[src/rtl/inst_decode_queue_if.sv]
// rtl/inst_decode_queue_if.sv - fetch/execute handshake and decoded-field bundle for inst_decode_queue
interface inst_decode_queue_if #(
   parameter int W     = 32,
   parameter int DEPTH = 4
);
   logic                     in_valid;
   logic                     in_ready;
   logic [W-1:0]             in_inst;
   logic [W-1:0]             in_pc;
   logic                     out_valid;
   logic                     out_ready;
   logic [W-1:0]             out_pc;
   logic [1:0]               inst_type;
   logic [5:0]               op_code;
   logic [5:0]               funct;
   logic [4:0]               rs;
   logic [4:0]               rt;
   logic [4:0]               rd;
   logic [4:0]               shamt;
   logic [W-1:0]             imm;
   logic                     illegal;
   logic [$clog2(DEPTH):0]   count;

   modport master (
      output in_valid, in_inst, in_pc, out_ready,
      input  in_ready, out_valid, out_pc, inst_type, op_code, funct,
             rs, rt, rd, shamt, imm, illegal, count
   );

   modport slave (
      input  in_valid, in_inst, in_pc, out_ready,
      output in_ready, out_valid, out_pc, inst_type, op_code, funct,
             rs, rt, rd, shamt, imm, illegal, count
   );
endinterface

[src/rtl/inst_decode_queue.sv]
// rtl/inst_decode_queue.sv - instruction FIFO with registered MIPS-style decode stage
// Optional feature: define ID_ILLEGAL_DET_EN to enable unsupported-encoding detection on illegal.
module inst_decode_queue #(
   parameter int W     = 32,
   parameter int DEPTH = 4
) (
   input logic               clk,
   input logic               rst,
   input logic               flush,
   inst_decode_queue_if.slave bus
);
   localparam int AW = $clog2(DEPTH);
   localparam logic [AW:0]  DEPTH_C = (AW+1)'(DEPTH);
   localparam logic [W-1:0] J_MASK  = ~W'(32'h0FFF_FFFF);

   logic [W-1:0]  inst_mem [DEPTH];
   logic [W-1:0]  pc_mem   [DEPTH];
   logic [AW-1:0] wr_ptr;
   logic [AW-1:0] rd_ptr;
   logic [AW:0]   count_q;
   logic          push;
   logic          pop;

   logic [W-1:0]  h_inst;
   logic [W-1:0]  h_pc;
   logic [W-1:0]  pc_plus4;
   logic [5:0]    d_op;
   logic [5:0]    d_funct;
   logic [1:0]    d_type;
   logic [W-1:0]  d_imm;
`ifdef ID_ILLEGAL_DET_EN
   logic          d_known;
`endif

   // in_ready depends only on registered occupancy, never on out_ready
   assign bus.in_ready = (count_q < DEPTH_C);
   assign bus.count    = count_q;
   assign push         = bus.in_valid && bus.in_ready;
   assign pop          = (count_q != '0) && (!bus.out_valid || bus.out_ready);

   always_ff @(posedge clk) begin
      if (push && !flush && !rst) begin
         inst_mem[wr_ptr] <= bus.in_inst;
         pc_mem[wr_ptr]   <= bus.in_pc;
      end
   end

   always_ff @(posedge clk) begin
      if (rst || flush) begin
         wr_ptr  <= '0;
         rd_ptr  <= '0;
         count_q <= '0;
      end else begin
         if (push) wr_ptr <= wr_ptr + 1'b1;
         if (pop)  rd_ptr <= rd_ptr + 1'b1;
         case ({push, pop})
            2'b10:   count_q <= count_q + 1'b1;
            2'b01:   count_q <= count_q - 1'b1;
            default: count_q <= count_q;
         endcase
      end
   end

   assign h_inst   = inst_mem[rd_ptr];
   assign h_pc     = pc_mem[rd_ptr];
   assign pc_plus4 = h_pc + W'(4);
   assign d_op     = h_inst[31:26];
   assign d_funct  = h_inst[5:0];

   always_comb begin
      d_type = 2'd1;
      d_imm  = '0;
`ifdef ID_ILLEGAL_DET_EN
      d_known = 1'b1;
`endif
      case (d_op)
         6'h00: begin
            d_type = 2'd0;
            if (d_funct == 6'h00 || d_funct == 6'h02 || d_funct == 6'h03)
               d_imm = W'(h_inst[10:6]);
`ifdef ID_ILLEGAL_DET_EN
            case (d_funct)
               6'h00, 6'h02, 6'h03, 6'h08, 6'h09,
               6'h20, 6'h21, 6'h22, 6'h23, 6'h24, 6'h25, 6'h26, 6'h27,
               6'h2A, 6'h2B: d_known = 1'b1;
               default:      d_known = 1'b0;
            endcase
`endif
         end
         6'h02, 6'h03: begin
            // Absolute jump target keeps the top nibble of the sequential PC
            d_type = 2'd2;
            d_imm  = (pc_plus4 & J_MASK) | W'({h_inst[25:0], 2'b00});
         end
         6'h20, 6'h21, 6'h23, 6'h24, 6'h25, 6'h28, 6'h29, 6'h2B,
         6'h08, 6'h09, 6'h0A, 6'h0B:
            d_imm = {{(W-16){h_inst[15]}}, h_inst[15:0]};
         6'h0C, 6'h0D, 6'h0E:
            d_imm = W'(h_inst[15:0]);
         6'h04, 6'h05, 6'h06, 6'h07, 6'h01:
            d_imm = {{(W-18){h_inst[15]}}, h_inst[15:0], 2'b00};
         6'h0F:
            d_imm = W'({h_inst[15:0], 16'h0000});
         default: begin
            d_imm = '0;
`ifdef ID_ILLEGAL_DET_EN
            d_known = 1'b0;
`endif
         end
      endcase
   end

   always_ff @(posedge clk) begin
      if (rst) begin
         bus.out_valid <= 1'b0;
         bus.out_pc    <= '0;
         bus.inst_type <= '0;
         bus.op_code   <= '0;
         bus.funct     <= '0;
         bus.rs        <= '0;
         bus.rt        <= '0;
         bus.rd        <= '0;
         bus.shamt     <= '0;
         bus.imm       <= '0;
      end else if (flush) begin
         bus.out_valid <= 1'b0;
      end else if (pop) begin
         bus.out_valid <= 1'b1;
         bus.out_pc    <= h_pc;
         bus.inst_type <= d_type;
         bus.op_code   <= d_op;
         bus.funct     <= d_funct;
         bus.rs        <= h_inst[25:21];
         bus.rt        <= h_inst[20:16];
         bus.rd        <= h_inst[15:11];
         bus.shamt     <= h_inst[10:6];
         bus.imm       <= d_imm;
      end else if (bus.out_ready) begin
         bus.out_valid <= 1'b0;
      end
   end

`ifdef ID_ILLEGAL_DET_EN
   always_ff @(posedge clk) begin
      if (rst)
         bus.illegal <= 1'b0;
      else if (!flush && pop)
         bus.illegal <= !d_known;
   end
`else
   assign bus.illegal = 1'b0;
`endif
endmodule
[src/flat_wrapper.sv]
// flat-port wrapper written by rule: the top's interface ports become plain ports
module inst_decode_queue_flat 
#(
   parameter int W     = 32,
   parameter int DEPTH = 4
)
  (clk, rst, flush, bus_in_valid, bus_in_inst, bus_in_pc, bus_out_ready, bus_in_ready, bus_out_valid, bus_out_pc, bus_inst_type, bus_op_code, bus_funct, bus_rs, bus_rt, bus_rd, bus_shamt, bus_imm, bus_illegal, bus_count);
  inst_decode_queue_if #(.W(W), .DEPTH(DEPTH)) bus_i ();
  input logic clk;
  input logic rst;
  input logic flush;
  input wire logic [$bits(bus_i.in_valid)-1:0] bus_in_valid;
  input wire logic [$bits(bus_i.in_inst)-1:0] bus_in_inst;
  input wire logic [$bits(bus_i.in_pc)-1:0] bus_in_pc;
  input wire logic [$bits(bus_i.out_ready)-1:0] bus_out_ready;
  output wire logic [$bits(bus_i.in_ready)-1:0] bus_in_ready;
  output wire logic [$bits(bus_i.out_valid)-1:0] bus_out_valid;
  output wire logic [$bits(bus_i.out_pc)-1:0] bus_out_pc;
  output wire logic [$bits(bus_i.inst_type)-1:0] bus_inst_type;
  output wire logic [$bits(bus_i.op_code)-1:0] bus_op_code;
  output wire logic [$bits(bus_i.funct)-1:0] bus_funct;
  output wire logic [$bits(bus_i.rs)-1:0] bus_rs;
  output wire logic [$bits(bus_i.rt)-1:0] bus_rt;
  output wire logic [$bits(bus_i.rd)-1:0] bus_rd;
  output wire logic [$bits(bus_i.shamt)-1:0] bus_shamt;
  output wire logic [$bits(bus_i.imm)-1:0] bus_imm;
  output wire logic [$bits(bus_i.illegal)-1:0] bus_illegal;
  output wire logic [$bits(bus_i.count)-1:0] bus_count;
  assign bus_i.in_valid = bus_in_valid;
  assign bus_i.in_inst = bus_in_inst;
  assign bus_i.in_pc = bus_in_pc;
  assign bus_i.out_ready = bus_out_ready;
  assign bus_in_ready = bus_i.in_ready;
  assign bus_out_valid = bus_i.out_valid;
  assign bus_out_pc = bus_i.out_pc;
  assign bus_inst_type = bus_i.inst_type;
  assign bus_op_code = bus_i.op_code;
  assign bus_funct = bus_i.funct;
  assign bus_rs = bus_i.rs;
  assign bus_rt = bus_i.rt;
  assign bus_rd = bus_i.rd;
  assign bus_shamt = bus_i.shamt;
  assign bus_imm = bus_i.imm;
  assign bus_illegal = bus_i.illegal;
  assign bus_count = bus_i.count;
  inst_decode_queue #(.W(W), .DEPTH(DEPTH)) u_core (.clk(clk), .rst(rst), .flush(flush), .bus(bus_i));
endmodule
[config.mk]
export PLATFORM = sky130hd
export DESIGN_NAME = inst_decode_queue_flat
export DESIGN_NICKNAME = d
export VERILOG_FILES = /design/src/rtl/inst_decode_queue_if.sv /design/src/rtl/inst_decode_queue.sv /design/src/flat_wrapper.sv
export SDC_FILE = /design/constraint.sdc
export NUM_CORES = 1
export LEC_CHECK = 0
export ABC_AREA = 1
export BUFFER_PORTS_ARGS = -buffer_cell sky130_fd_sc_hd__buf_2
export CAP_MARGIN = 15
export CORE_MARGIN = 2
export CORE_UTILIZATION = 30
export DETAILED_ROUTE_END_ITERATION = 10
export HOLD_SLACK_MARGIN = 0.12
export PLACE_DENSITY = 0.55
export RECOVER_POWER = 50
export SLEW_MARGIN = 10
export SYNTH_ARGS = -nofsm -noshare
export SYNTH_HDL_FRONTEND = slang
export SYNTH_SLANG_ARGS = --single-unit
[constraint.sdc]
create_clock -name clk -period 5.4 [get_ports clk]
set_input_delay 0.27 -clock clk [delete_from_list [all_inputs] [get_ports clk]]
set_output_delay 0.27 -clock clk [all_outputs]
set_load 0.01 [all_outputs]
==> key figures, run 1 <==
Run status
  • Status: finished, final reports clean

Flow run
  • Max_cap viols: 0

GRT
  • Global-route wire length before repair: 62300 um
  • GRT overflow: 0
  • Met2 Use GR: 25.0%
  • GRT Max-Usage Layer: met2
  • GRT Overall Usage: 15.9%
  • Met3 Usage GRT: 3.95%
  • Vias in the first global route: 10.4k
  • Initial antenna violation count: 4
  • Largest net degree at the start of global routing: 116
  • GR Util met1: 21.6%

STA
  • Final period utilization: 60.8%
  • Slew @ Worst Pin: 1110 ps
  • Slew HR: 26.1%
  • Final worst path period need: 3280 ps
  • Setup violators final: 0
  • Final setup TNS: 0 ps
  • RSZ-0062 raised after global routing: false
  • Peak Freq: 305 MHz
  • Hold Vio Cnt, Final: 0
  • Max Slew Vio Count: 0
  • Min Hold Slack: 184 ps
  • Clock Skews: 16.3 ps

Layout
  • Layout Cell Area excl Fill: 18000 um2
  • Layout cells sized above 1: 6.83%
  • FF/Latch Area: 9850 um2
  • Multi-input logic area: 4160 um2
  • Fin util: 36.7%
  • N_diodes: 0
  • # nets final: 1756
  • Filler cells: 4973
  • Syn-to-layout area delta: 20.6%

Power
  • NetSw: 0.00171 W
  • Power per cell area: 364 nW/um2
  • Switch share: 26.2%
  • Clk pwr share: 39.7%
  • Seq pwr share: 48.6%
  • Worst vdd ir: 192 uV
  • Comb pwr share: 11.7%
  • Leak: 6.70 nW
  • P_int: 0.00484 W

Yosys
  • Post-synthesis compound-gate area fraction: 9.93%
  • Post-synth EDFFs: 256
  • Number of cells produced by synthesis: 1467
  • Post-synthesis adder-cell area fraction: 0.553%
  • Post-Synth XOR/XNOR Area: 0%
  • Cell with the most instances after synthesis: nand2_1
  • Post-synth top flop: edfxtp_1
  • Synthesized Nets: 1542
  • Synth top area share: 51.5%
  • Netlist Area Pre-Place: 14900 um2
  • Post-synthesis simple-gate area fraction: 17.2%
  • Commonest cells in the synthesized netlist: nand2_1 (418), edfxtp_1 (256), nor2_1 (116)
  • Mux contribution to synthesized area: 0%
  • Yosys reg bits: 364
  • Netlist cell types: 39
  • Synth top area cells: edfxtp_1 (51%), dfxtp_1 (14%), nand2_1 (11%), o21ai_0 (3.8%), nor2_1 (2.9%)
  • Warnings, synthesis: 0
  • Post-synth top area cell: edfxtp_1
  • Sequential element share of the synthesized area: 66.0%
  • Async S/R FF share, synth: 0%
  • Largest family of logic cells by synthesized area: simple AND/OR/NAND/NOR gates
  • Syn_area_per_cell: 10.2 um2

Clocking
  • Clock Latency Late Sink: 550 ps
  • Htree depth: 2
  • Clock slew at reported path FFs: 60 ps
  • Clock sink count: 364
  • CTS Buffer Depth: 3
  • Cts repair resizes: 0
  • Root Driver: clkbuf_16
  • CTS buffer count: 39
  • CTS tree: built

Die
  • IO Pins: 173
  • Die area: 51600 um2
  • Initial Utilization: 30.4%
  • Area of the core: 49100 um2
  • Site Rows: 81
  • Die X: 227 um
  • Die Y: 227 um

Place
  • Port Buf Inserts: 171
  • Final HPWL DP: 26800 um
  • Area after DPL: 16300 um2
  • Final GP Congestion: 0.793

Hold path
  • Min-delay src: flush
  • Worst Hold End: u_core.wr_ptr[0]$_SDFFE_PP0P_
  • Worst hold-check path type: in -> reg
  • Hold Crit Depth: 4

Drt
  • Vias: 10.9k
  • DRT Pass-1 Iters: 5
  • Average routed wire per standard cell: 17.5 um
  • Via density: 4.61
  • DR DRC count: 0
  • Overall routed net length: 41600 um
  • DRT iter0 DRCs: 715
  • Antenna Nets Post-Route: 0

Setup path
  • Worst R2R Setup Slack: 2120 ps
  • CP arrival: 3700 ps
  • Critical path required time: 5820 ps
  • Critical Path Fanout Max: 80
  • R2r worst-path depth: 11
  • FF-to-FF End: u_core.bus.imm[24]$_SDFFE_PP0P_
  • Setup crit end kind: register
  • CP Launch Type: register
  • Crit Path Class: reg -> reg
==> placed cells by master (no fill, tap or decap), types with 4 or more instances in the layout <==
cell type,synthesis,layout
clkbuf_16,0,39
nand4_1,12,12
nand2_1,418,418
clkinv_1,0,5
inv_1,114,113
inv_2,5,6
nor2_1,116,111
buf_4,14,13
nand2_2,5,5
nor2_4,1,6
clkbuf_1,29,176
a31oi_1,23,24
a21oi_1,80,80
clkbuf_8,0,5
buf_2,15,9
dlygate4sd3_1,0,66
a32oi_1,7,7
o21ai_0,113,113
ha_1,5,5
nand3_1,68,68
a21oi_2,4,4
dfxtp_1,108,106
o21ai_1,14,14
edfxtp_1,256,256
inv_6,1,5
o22ai_1,15,15
==> routing by layer <==
| metal | share of wire, % | wire (um) | vias up |
|---|---|---|---|
| met2 | 45 | 18900 | 256 |
| met5 | 0.12 | 52 | - |
| met1 | 46 | 19200 | 5226 |
| li1 | - | - | 5379 |
| met3 | 5.6 | 2320 | 75 |
| met4 | 2.6 | 1080 | 8 |
==> cells by family after synthesis <==
kind of cell | count (synthesis)
other cells | 1
buf+inv | 200
simple gates | 631
compound gates | 265
flops | 364
fa+ha+maj | 6
==> power groups by stage <==
| stage | Sequential (W) | Combinational, W | Clock [W] |
|---|---|---|---|
| after floorplan | 0.00325 | 0.000459 | 0 |
| after global placement | 0.00324 | 0.000753 | 0 |
| after detailed placement | 0.00324 | 0.000760 | 0 |
| after CTS | 0.00318 | 0.000803 | 0.00266 |
| after global routing | 0.00320 | 0.000866 | 0.00277 |
| final | 0.00318 | 0.000770 | 0.00260 |
==> worst max-delay path, cell delays in order, from the launching register on <==
cell	delay, ps
dfxtp_4	810
buf_4	800
nand2_1	100
nand3_1	130
nand2_2	150
nor2_2	170
nand3b_2	180
nand2_2	110
nand2_1	310
nand4_1	170
nand2_1	110
a21oi_1	70
==> how the worst max path moves through the flow <==
stage | start | cells past startpoint | slack, ps | endpoint
floorplan | rst | 4 | 1340 | u_core.inst_mem[0][0]$_DFFE_PP_
global placement | rst | 5 | 2210 | u_core.pc_mem[1][20]$_DFFE_PP_
detailed placement | register | 11 | 2160 | u_core.bus.imm[24]$_SDFFE_PP0P_
CTS | register | 11 | 2160 | u_core.bus.imm[24]$_SDFFE_PP0P_
global route | register | 11 | 1840 | u_core.bus.imm[24]$_SDFFE_PP0P_
finish | register | 11 | 2120 | u_core.bus.imm[24]$_SDFFE_PP0P_
==> registers in the layout (all words and copies together), names as in the netlist, 3 cells and up, named ones only <==
signal and flops:
u_core.bus.count 3, u_core.inst_mem 128, u_core.bus.imm 32, u_core.bus.op_code 6, u_core.pc_mem 128, u_core.bus.out_pc 32, u_core.bus.rs 5, u_core.bus.rd 5
u_core.bus.funct 6, u_core.bus.shamt 5, u_core.bus.rt 5
==> per-stage QoR <==
stage / instances / setup slack [ps] / power (W)
detailed placement: 2237 / 2160 / 0.00400
global route: 2376 / 1840 / 0.00683
floorplan: 1467 / 1340 / 0.00371
CTS: 2375 / 2160 / 0.00665
global placement: 2236 / 2210 / 0.00399
finish: 2376 / 2120 / 0.00655
==> final cells by class <==
type	instances	area share, %
Sequential cell	364	54.7
Multi-Input combinational cell	903	23.1
Timing Repair Buffer	252	8.10
Clock buffer	58	6.10
Tap cell	664	4.62
Inverter	121	2.56
Clock inverter	14	0.751
==> timing repair <==
action                    CTS  global route
hold endpoints to repair  259             0
setup buffers               0             0
hold buffers               66             0
Note: power is estimated with default switching activity, not from simulation.
==> run 2, diff against run 1 <==
Clock period 5.4 ns to 3.2 ns, I/O delays scaled along.
==> run 2 against run 1 <==
  * Final area rose by 1.0%
  * Hold slack worse by 4.9 ps
  * First-iteration DRC count up 2.9%
  * Sequential power rose by 68%
  * Largest power group unchanged
  * Sequential cell count unchanged
  * Clock power up 76%
  * Critical path type unchanged
  * Sequential share of layout area decreased by 0.56 points
  * Total power grew 72%
==> key figures, run 2 (synthesized netlist as in run 1, its figures left out) <==
Layout
  • Layout cells sized above 1: 6.69%
  • # nets final: 1762
  • Layout Cell Area excl Fill: 18200 um2
  • Syn-to-layout area delta: 21.8%
  • Largest registers: u_core.inst_mem (128), u_core.pc_mem (128)
  • Commonest non-fill, non-tap cell in the layout: nand2_1
  • N_diodes: 0
  • Most used cells in the layout excluding fill and tap cells: nand2_1 (418), edfxtp_1 (256), clkbuf_1 (181)
  • Post-route insts no fill: 2383

Setup path
  • Worst setup endpoint: u_core.bus.imm[1]$_SDFFE_PP0P_
  • FF-to-FF End: u_core.bus.imm[1]$_SDFFE_PP0P_
  • Critical path required time: 3630 ps
  • Critical Path Fanout Max: 141
  • Setup crit end kind: register
  • R2r worst-path depth: 11
  • CP Launch Type: register
  • Crit Path Class: reg -> reg
  • CP arrival: 2910 ps
  • Worst R2R Setup Slack: 720 ps

Place
  • Final HPWL DP: 25800 um
  • Final GP Congestion: 0.781
  • Port Buf Inserts: 171
  • Area after DPL: 16400 um2
  • Placed instance count: 2240

GRT
  • Initial antenna violation count: 4
  • GRT Overall Usage: 15.6%
  • Global-route wire length before repair: 61200 um
  • GRT overflow: 0
  • Largest net degree at the start of global routing: 147
  • Vias in the first global route: 10.3k

STA
  • Peak Freq: 403 MHz
  • Slew @ Worst Pin: 982 ps
  • Hold Vio Cnt, Final: 0
  • Final worst path period need: 2480 ps
  • RSZ-0062 raised after global routing: false
  • Final period utilization: 77.5%
  • Clock Skews: 23.3 ps
  • Slew HR: 34.5%
  • Setup violators final: 0
  • Min Hold Slack: 180 ps
  • Max Slew Vio Count: 0

Power
  • Power per cell area: 619 nW/um2
  • Leak: 6.76 nW
  • Worst vdd ir: 356 uV
  • Power Total: 0.0113 W

Drt
  • DRT Pass-1 Iters: 5
  • Average routed wire per standard cell: 17.2 um
  • DR DRC count: 0
  • DRT iter0 DRCs: 736
  • Via density: 4.58
  • Vias: 10.9k
  • Antenna Nets Post-Route: 0
  • Overall routed net length: 41000 um

Clocking
  • Cts repair resizes: 0
  • Clock Latency Late Sink: 560 ps
  • CTS Buffer Depth: 3
  • Clock sink count: 364
  • Clock slew at reported path FFs: 60 ps
  • CTS buffer count: 40
  • Root Driver: clkbuf_16
  • CTS tree: built
  • Htree depth: 2

Run status
  • Status: finished, final reports clean

Die
  • Area of the core: 49100 um2
  • Die area: 51600 um2
  • Initial Utilization: 30.4%
  • Die Y: 227 um
  • IO Pins: 173
  • Die X: 227 um
  • Site Rows: 81

Hold path
  • Worst hold-check path type: in -> reg

Flow run
  • Max_cap viols: 0
## run 2: through the flow
step	TNS, ps	setup WS [ps]	util (%)
after CTS	0	708	37.5
final	0	719	37.1
after detailed placement	0	707	33.5
after floorplan	-192030	-750	-
after global routing	0	431	37.1
after global placement	0	747	33.5
## run 2: area by class of cell
type                       count  area, um2
tap                          664        831
sequential                   364       9850
clock inverter                17        193
clock buffer                  57       1110
timing repair buffer         257       1580
multi-input combinational    903       4160
inverter                     121        460
fill                        5017      30900
## run 2: worst min path at each step
| stage | end | slack [ps] | depth (start not counted) | start |
|---|---|---|---|---|
| after floorplan | u_core.inst_mem[0][0]$_DFFE_PP_ | 260 | 0 | bus_in_inst[0] |
| final | u_core.bus.count[1]$_SDFFE_PP0P_ | 180 | 4 | rst |
| after global placement | u_core.pc_mem[1][10]$_DFFE_PP_ | 370 | 1 | bus_in_pc[10] |
| after CTS | u_core.bus.count[1]$_SDFFE_PP0P_ | 140 | 4 | rst |
| after detailed placement | u_core.pc_mem[1][10]$_DFFE_PP_ | 380 | 1 | bus_in_pc[10] |
| after global routing | u_core.bus.count[2]$_SDFFE_PP0P_ | 220 | 4 | rst |
## run 2: worst max-delay path: stages, from the launching register on
cell,delay (ps)
dfxtp_4,380
buf_12,480
nand2_1,120
o211ai_1,140
nand2_2,170
nor2_2,150
nand3b_2,170
nand3_2,290
nand2_1,140
o21ai_1,90
nand2_1,140
a21oi_1,80
## run 2: power breakdown
group / total (W) / internal [W] / switching (W)
clock network: 0.00458 / 0.00274 / 0.00184
registers: 0.00535 / 0.00524 / 0.000110
logic: 0.00134 / 0.000401 / 0.000942
total: 0.0113 / 0.00838 / 0.00289
## run 2: what timing repair did
item | in CTS | in global routing
hold buffers | 69 | 0
hold endpoints to repair | 266 | 0
buffers inserted | 0 | 0
## run 2: metal layers
layer  vias to the layer above  wire (um)  global-route usage (%)
met5                         -         46                       0
met3                        59       2520                    3.88
li1                       5399          -                       -
met4                         6        885                    4.51
met2                       277      18900                    24.8
met1                      5180      18700                    21.2
